**config.mk**
```make
export PLATFORM = sky130hd
export DESIGN_NAME = shiftreg165_scan_flat
export DESIGN_NICKNAME = d
export VERILOG_FILES = /design/src/rtl/shiftreg165_scan_if.sv /design/src/rtl/shiftreg165_scan.sv /design/src/flat_wrapper.sv
export SDC_FILE = /design/constraint.sdc
export NUM_CORES = 1
export LEC_CHECK = 0
export ABC_AREA = 1
export BUFFER_PORTS_ARGS = -buffer_cell sky130_fd_sc_hd__buf_4
export CAP_MARGIN = 20
export CORE_AREA = 8 8 61 68
export CTS_BUF_LIST = sky130_fd_sc_hd__clkbuf_4 sky130_fd_sc_hd__clkbuf_8
export DETAILED_ROUTE_END_ITERATION = 10
export DIE_AREA = 0 0 69 76
export PLACE_DENSITY = 0.86
export SLEW_MARGIN = 10
export SYNTH_ARGS = -nofsm -noshare
export SYNTH_HDL_FRONTEND = slang
export SYNTH_SLANG_ARGS = --single-unit
```
**constraint.sdc**
```tcl
create_clock -name clk28 -period 4 [get_ports clk28]
set_input_delay 0.8 -clock clk28 [delete_from_list [all_inputs] [get_ports clk28]]
set_output_delay 0.8 -clock clk28 [all_outputs]
set_load 0.05 [all_outputs]
```
**src/rtl/shiftreg165_scan_if.sv**
```systemverilog
// shiftreg165_scan_if: chain pins and frame outputs shared between the 74HC165 scanner and its consumers.
interface shiftreg165_scan_if #(parameter int WIDTH = 8);
  logic clk_en, q, freeze, cp, pl, sync, changed;
  logic [WIDTH-1:0] d_raw, d;
  modport master(input clk_en, q, freeze, output cp, pl, d_raw, d, sync, changed);
  modport slave(output clk_en, q, freeze, input cp, pl, d_raw, d, sync, changed);
endinterface

```
**src/rtl/shiftreg165_scan.sv**
```systemverilog
// shiftreg165_scan: scans a 74HC165 chain into frames, then debounces them, flags changes and supports freezing the output.
module shiftreg165_scan #(
  parameter int   WIDTH         = 8,
  parameter logic DEFAULT_STATE = 1'b1,
  parameter int   FILTER        = 2,
  parameter int   PL_CYCLES     = 1
) (
  input logic                clk28,
  input logic                rst_n,
  shiftreg165_scan_if.master bus
);
  localparam int BW = $clog2(WIDTH + 1);
  localparam logic [WIDTH-1:0] DEF = {WIDTH{DEFAULT_STATE}};
  localparam logic [1:0] M_MAX = 2'(FILTER - 1);
  localparam logic [1:0] T_LOAD = 2'(PL_CYCLES - 1);
  localparam logic [BW-1:0] B_LAST = BW'(WIDTH - 1);
  typedef enum logic [1:0] {LOAD, SHIFT, COMMIT} state_t;
  state_t r_state, w_state;
  logic [1:0] r_tick, w_tick, r_match, w_match;
  logic [BW-1:0] r_bit, w_bit;
  logic [WIDTH-1:0] r_sr, r_d_raw, r_d, r_cand;
  logic r_sync, r_changed, w_commit, w_shift, w_take;
  always_comb begin
    w_state = r_state;
    w_tick = r_tick;
    w_bit = r_bit;
    if (bus.clk_en && r_state == LOAD) begin
      w_tick = r_tick == T_LOAD ? 2'd0 : r_tick + 2'd1;
      w_bit = '0;
      w_state = r_tick == T_LOAD ? SHIFT : LOAD;
    end else if (bus.clk_en && r_state == SHIFT) begin
      w_tick = {1'b0, ~r_tick[0]};
      w_bit = r_tick[0] ? r_bit + BW'(1) : r_bit;
      w_state = r_tick[0] && r_bit == B_LAST ? COMMIT : SHIFT;
    end else if (bus.clk_en && r_state == COMMIT) begin
      w_tick = 2'd0;
      w_state = LOAD;
    end
  end
  // A frame differing from the candidate restarts the run; identical frames count up to the threshold.
  assign w_match = r_sr != r_cand ? 2'd0 : r_match == M_MAX ? M_MAX : r_match + 2'd1;
  assign w_take = w_match == M_MAX && !bus.freeze;
  assign w_commit = bus.clk_en && r_state == COMMIT;
  assign w_shift = bus.clk_en && r_state == SHIFT && !r_tick[0];
  always_ff @(posedge clk28 or negedge rst_n) begin
    if (!rst_n) begin
      r_state <= LOAD;
      r_tick <= '0;
      r_bit <= '0;
      r_sr <= DEF;
      r_d_raw <= DEF;
      r_d <= DEF;
      r_cand <= DEF;
      r_match <= '0;
      r_sync <= 1'b0;
      r_changed <= 1'b0;
    end else begin
      r_state <= w_state;
      r_tick <= w_tick;
      r_bit <= w_bit;
      r_sync <= w_commit;
      r_changed <= w_commit && w_take && r_sr != r_d;
      if (w_shift) r_sr <= WIDTH'({r_sr, bus.q});
      if (w_commit) begin
        r_d_raw <= r_sr;
        r_cand <= r_sr;
        r_match <= w_match;
        if (w_take) r_d <= r_sr;
      end
    end
  end
  // pl is forced high while reset is held so an aborted frame leaves the chain idle.
  assign bus.pl = !rst_n || r_state != LOAD;
  assign bus.cp = r_state == SHIFT && r_tick[0];
  assign bus.d_raw = r_d_raw;
  assign bus.d = r_d;
  assign bus.sync = r_sync;
  assign bus.changed = r_changed;
endmodule

```
**src/flat_wrapper.sv**
```systemverilog
// flat-port wrapper written by rule: the top's interface ports become plain ports
module shiftreg165_scan_flat 
#(
  parameter int   WIDTH         = 8,
  parameter logic DEFAULT_STATE = 1'b1,
  parameter int   FILTER        = 2,
  parameter int   PL_CYCLES     = 1
)
  (clk28, rst_n, bus_clk_en, bus_q, bus_freeze, bus_cp, bus_pl, bus_d_raw, bus_d, bus_sync, bus_changed);
  shiftreg165_scan_if #(.WIDTH(WIDTH)) bus_i ();
  input logic clk28;
  input logic rst_n;
  input wire logic [$bits(bus_i.clk_en)-1:0] bus_clk_en;
  input wire logic [$bits(bus_i.q)-1:0] bus_q;
  input wire logic [$bits(bus_i.freeze)-1:0] bus_freeze;
  output wire logic [$bits(bus_i.cp)-1:0] bus_cp;
  output wire logic [$bits(bus_i.pl)-1:0] bus_pl;
  output wire logic [$bits(bus_i.d_raw)-1:0] bus_d_raw;
  output wire logic [$bits(bus_i.d)-1:0] bus_d;
  output wire logic [$bits(bus_i.sync)-1:0] bus_sync;
  output wire logic [$bits(bus_i.changed)-1:0] bus_changed;
  assign bus_i.clk_en = bus_clk_en;
  assign bus_i.q = bus_q;
  assign bus_i.freeze = bus_freeze;
  assign bus_cp = bus_i.cp;
  assign bus_pl = bus_i.pl;
  assign bus_d_raw = bus_i.d_raw;
  assign bus_d = bus_i.d;
  assign bus_sync = bus_i.sync;
  assign bus_changed = bus_i.changed;
  shiftreg165_scan #(.WIDTH(WIDTH), .DEFAULT_STATE(DEFAULT_STATE), .FILTER(FILTER), .PL_CYCLES(PL_CYCLES)) u_core (.clk28(clk28), .rst_n(rst_n), .bus(bus_i));
endmodule
```
Yosys cells after proc, flatten, opt, wreduce, memory -nomap -nowiden
Cells that the tools add are included.

storage, ports and cells
  register bits = 36
  input bits = 5
  output and inout port bits = 20
  word-level logic and storage cells = 54

operators by class
  mux-type cells = 13
  eq/ne operators = 7
  reductions and logical operators = 21
  bitwise operators = 1
  add/subtract/negate cells = 3

operator list
  operator                                        number
  two-way mux 2 bit                               9
  != test 8 bit                                   2
  two-way mux 4 bit                               3
  logical AND 1 bit                               9
  == test 2 x 1 -> 1 bit (second input constant)  3
  nonzero test 2 bit                              3
  adder 2 x 1 -> 2 bit (second input constant)    2
  adder 4 x 1 -> 4 bit (second input constant)    1
  == test 4 x 3 -> 1 bit (second input constant)  1
  logical NOT 2 bit                               2
  AND reduction 2 bit                             2
  logical NOT 1 bit                               3
  nonzero test 3 bit                              1
  == test 2 bit (second input constant)           1
  logical OR 1 bit                                1
  two-way mux 1 bit                               1
  inverter 1 bit                                  1

Logic depth before layout (Yosys ltp)
  depth in word-level cells = 7
  mapped depth = 9
  gate-level depth less buffers = 9

Least setup slack after synthesis
Ideal clock, no wire load.

  kind = input -> output
  start point = input rst_n
  end point = output bus_pl
  path buffers = 0
  arrival = 1185 ps
  cell stages on the path = 1
  setup slack = 2015 ps
  required time = 3200 ps
  cells stage by stage = nand3_1

between the ends
  longest elaborated chain between the ends = 2

ends and longest elaborated chain
  item                                line                    source
  start, declared                     flat_wrapper.sv:12      input logic rst_n;
  logical NOT 1 bit (no source line)  n/a
  logical OR 1 bit                    shiftreg165_scan.sv:73  assign bus.pl = !rst_n || r_state != LOAD;
  end, declared                       flat_wrapper.sv:17      output wire logic [$bits(bus_i.pl)-1:0] bus_pl;

No other way between the ends.

Worst setup path after layout
Ends and elaborated chain as after synthesis.

==> results.ini <==
[clock_network]
clkTransAtPathRegs_ps=110
htree_levels=2
clockBufferDepth=2
cts_setup_buffers=0
tritoncts=built
numCtsBuffers=5
cts.sink_count=36
root_buffer=clkbuf_4
ctsHoldBuffers=0
clk_latency_ps=330
cts-resized-gates=0

[sta]
drv_slew=0
fmax_mhz=432
hold_viol=0
tns_ps=0
worst_pin_slew_ps=452
clock-skew-final_ps=11.9
maxSlewHeadroom_pct=69.8
min_period_ps=2320
fin_crit_sh_pct=57.9
setup_viol=0
rsz0062_at_grt=no

[synthesis]
yosysWarnings=0
syn-cell-area_mm2=0.00182
avgSynthCellArea_um2=8.78
yosysUniqueCellTypes=30
ys_seq_elements=36
syn-num-nets=215
syn_inst=207
seq_area_frac_synth_pct=51.2

[cells_and_area]
fill_cells=260
final_cell_area_mm2=0.00208
nets=242
final-instance-count-excl-fill=271
final_util_pct=66.3
layout-drive-gt1-share_pct=28.5
syn2layout_area_growth_pct=14.5
n_antenna_cell=0

[floorplanning]
ioPinCount=25
start_util_pct=57.9
num_rows=22
die_height_um=76
placeableCoreArea_mm2=0.00314
die-area_mm2=0.00524
dieWidth_um=69

[run_status]
outcome=complete, no violations

[setup_path]
startpoint_type=input pin
rrSetupSlack_ps=2370
critPathKind=in -> out
cp.required_ps=3200
cp.arrival_ps=1520
ff2ff_path_depth=9
r2r-start=u_core.r_sr[4]$_DFFE_PN1P_
endpoint_kind=primary output
crit_path_max_fanout=37
critPathLaunch=rst_n
timing.rr.end=u_core.bus.d[2]$_DFFE_PN1P_

[global_route]
grt_pass1_wl_mm=5.86
grt_overflow=0
grt_pass1_vias=1369
grt_util_all_layers_pct=13.0
grt_max_degree=38
grt_antenna_before_repair=0

[detailed_routing]
drc=0
drt-pass1-iter-count=4
wl_mm=3.31
wire_per_inst_um=12.2
drt_iter0_drc=66
postRouteAntennaNets=0
via_per_inst=5.10
via_count=1381

[power_and_ir_drop]
peakVddDrop_uv=214
leakage_uw=0.000966
power_density_mw_per_mm2=284

[placed_design]
dpl.cell_count=263
io_buffer_count=24
place_area_mm2=0.00201
dp_hpwl_mm=2.42
place_congestion=0.813

[run]
max_cap_viol_count=0

[worst_hold_path]
hold_path.class=in -> async

worst max-delay path: stages:
cell and delay [ps]:
buf_4 370, nand3_1 130, buf_4 200
cell families after synthesis:
kind of cell	after synthesis	synth area share, %
buffers and inverters	30	6.89
AND/OR/NAND/NOR	100	26.1
XOR/XNOR	9	4.34
flip-flops	36	51.2
adder cells (fa/ha/maj)	3	2.07
AO/OA/AOI/OAI	29	9.37
report_power, final:
group          internal, µW  switching (µW)
combinational          2.78            9.64
clock                   100             112
sequential              365               0
state kept, by name, indices dropped and copies added (netlist names):
register and count:
u_core.bus.d 8, u_core.bus.d_raw 8, u_core.r_sr 8, u_core.r_bit 4, u_core.r_match 2, u_core.r_state 2, u_core.r_tick 2, u_core.bus.changed 1
u_core.bus.sync 1
cell type report:
cell class | instances | area [µm²] | share of cell area, %
flip-flops and latches | 36 | 931 | 44.7
multi-input cells | 141 | 761 | 36.6
repair buffers | 24 | 180 | 8.66
inverters | 26 | 97.6 | 4.69
clock buffers | 8 | 66.3 | 3.19
well taps | 36 | 45.0 | 2.16
synthesized netlist by cell type (all sizes together):
library cell  count  area share (%)
o21ai            21             5.8
a21boi            1            0.62
clkbuf            1            0.21
o211ai            1            0.41
o22ai             1            0.34
dfrtp            12              17
a21oi             5             2.2
ha                3             2.1
xor2              1            0.48
nand2            64              13
xnor2             8             3.9
inv              25             5.2
buf               3             1.3
nand4            11             3.8
nand3             9             3.9
clkinv            1            0.21
nor2             13             3.7
nor3              3             1.4
dfstp            24              35
layer usage:
metal	track usage [%]	routed length [µm]	up-vias
met4	5.13	53	0
met1	15.2	1580	628
met5	0	0	-
met2	21.7	1570	23
met3	3.65	108	5
li1	-	-	725
cells in the final DEF (no fill, tap or decap):
cell type,n
a21boi_2,1
a21oi_1,3
a21oi_2,1
a21oi_4,1
buf_4,24
clkbuf_4,7
clkbuf_8,1
clkinv_1,1
dfrtp_1,12
dfstp_2,24
ha_1,3
inv_1,24
inv_2,1
nand2_1,63
nand2_2,1
nand3_1,7
nand3_4,2
nand4_1,11
nor2_1,10
nor2_2,1
nor2_4,2
nor3_1,2
nor3_4,1
o211ai_1,1
o21ai_0,4
o21ai_1,17
o22ai_1,1
xnor2_1,8
xor2_1,1
how the worst max path moves through the flow:
stage,endpoint,slack [ps],depth (start not counted)
final,bus_pl,1680,3
after CTS,bus_pl,1650,3
after global routing,bus_pl,1590,3
after global placement,bus_pl,1660,3
after floorplan,bus_pl,2020,1
after detailed placement,bus_pl,1660,3
through the flow:
step                hold slack (ps)  worst slack, ps  total power (µW)
global placement                467             1660               384
detailed placement              472             1660               384
finish                          405             1680               590
global route                    416             1590               615
CTS                             409             1650               599
floorplan                       480             2020               374
No activity file was read; power rests on OpenSTA's default activity.
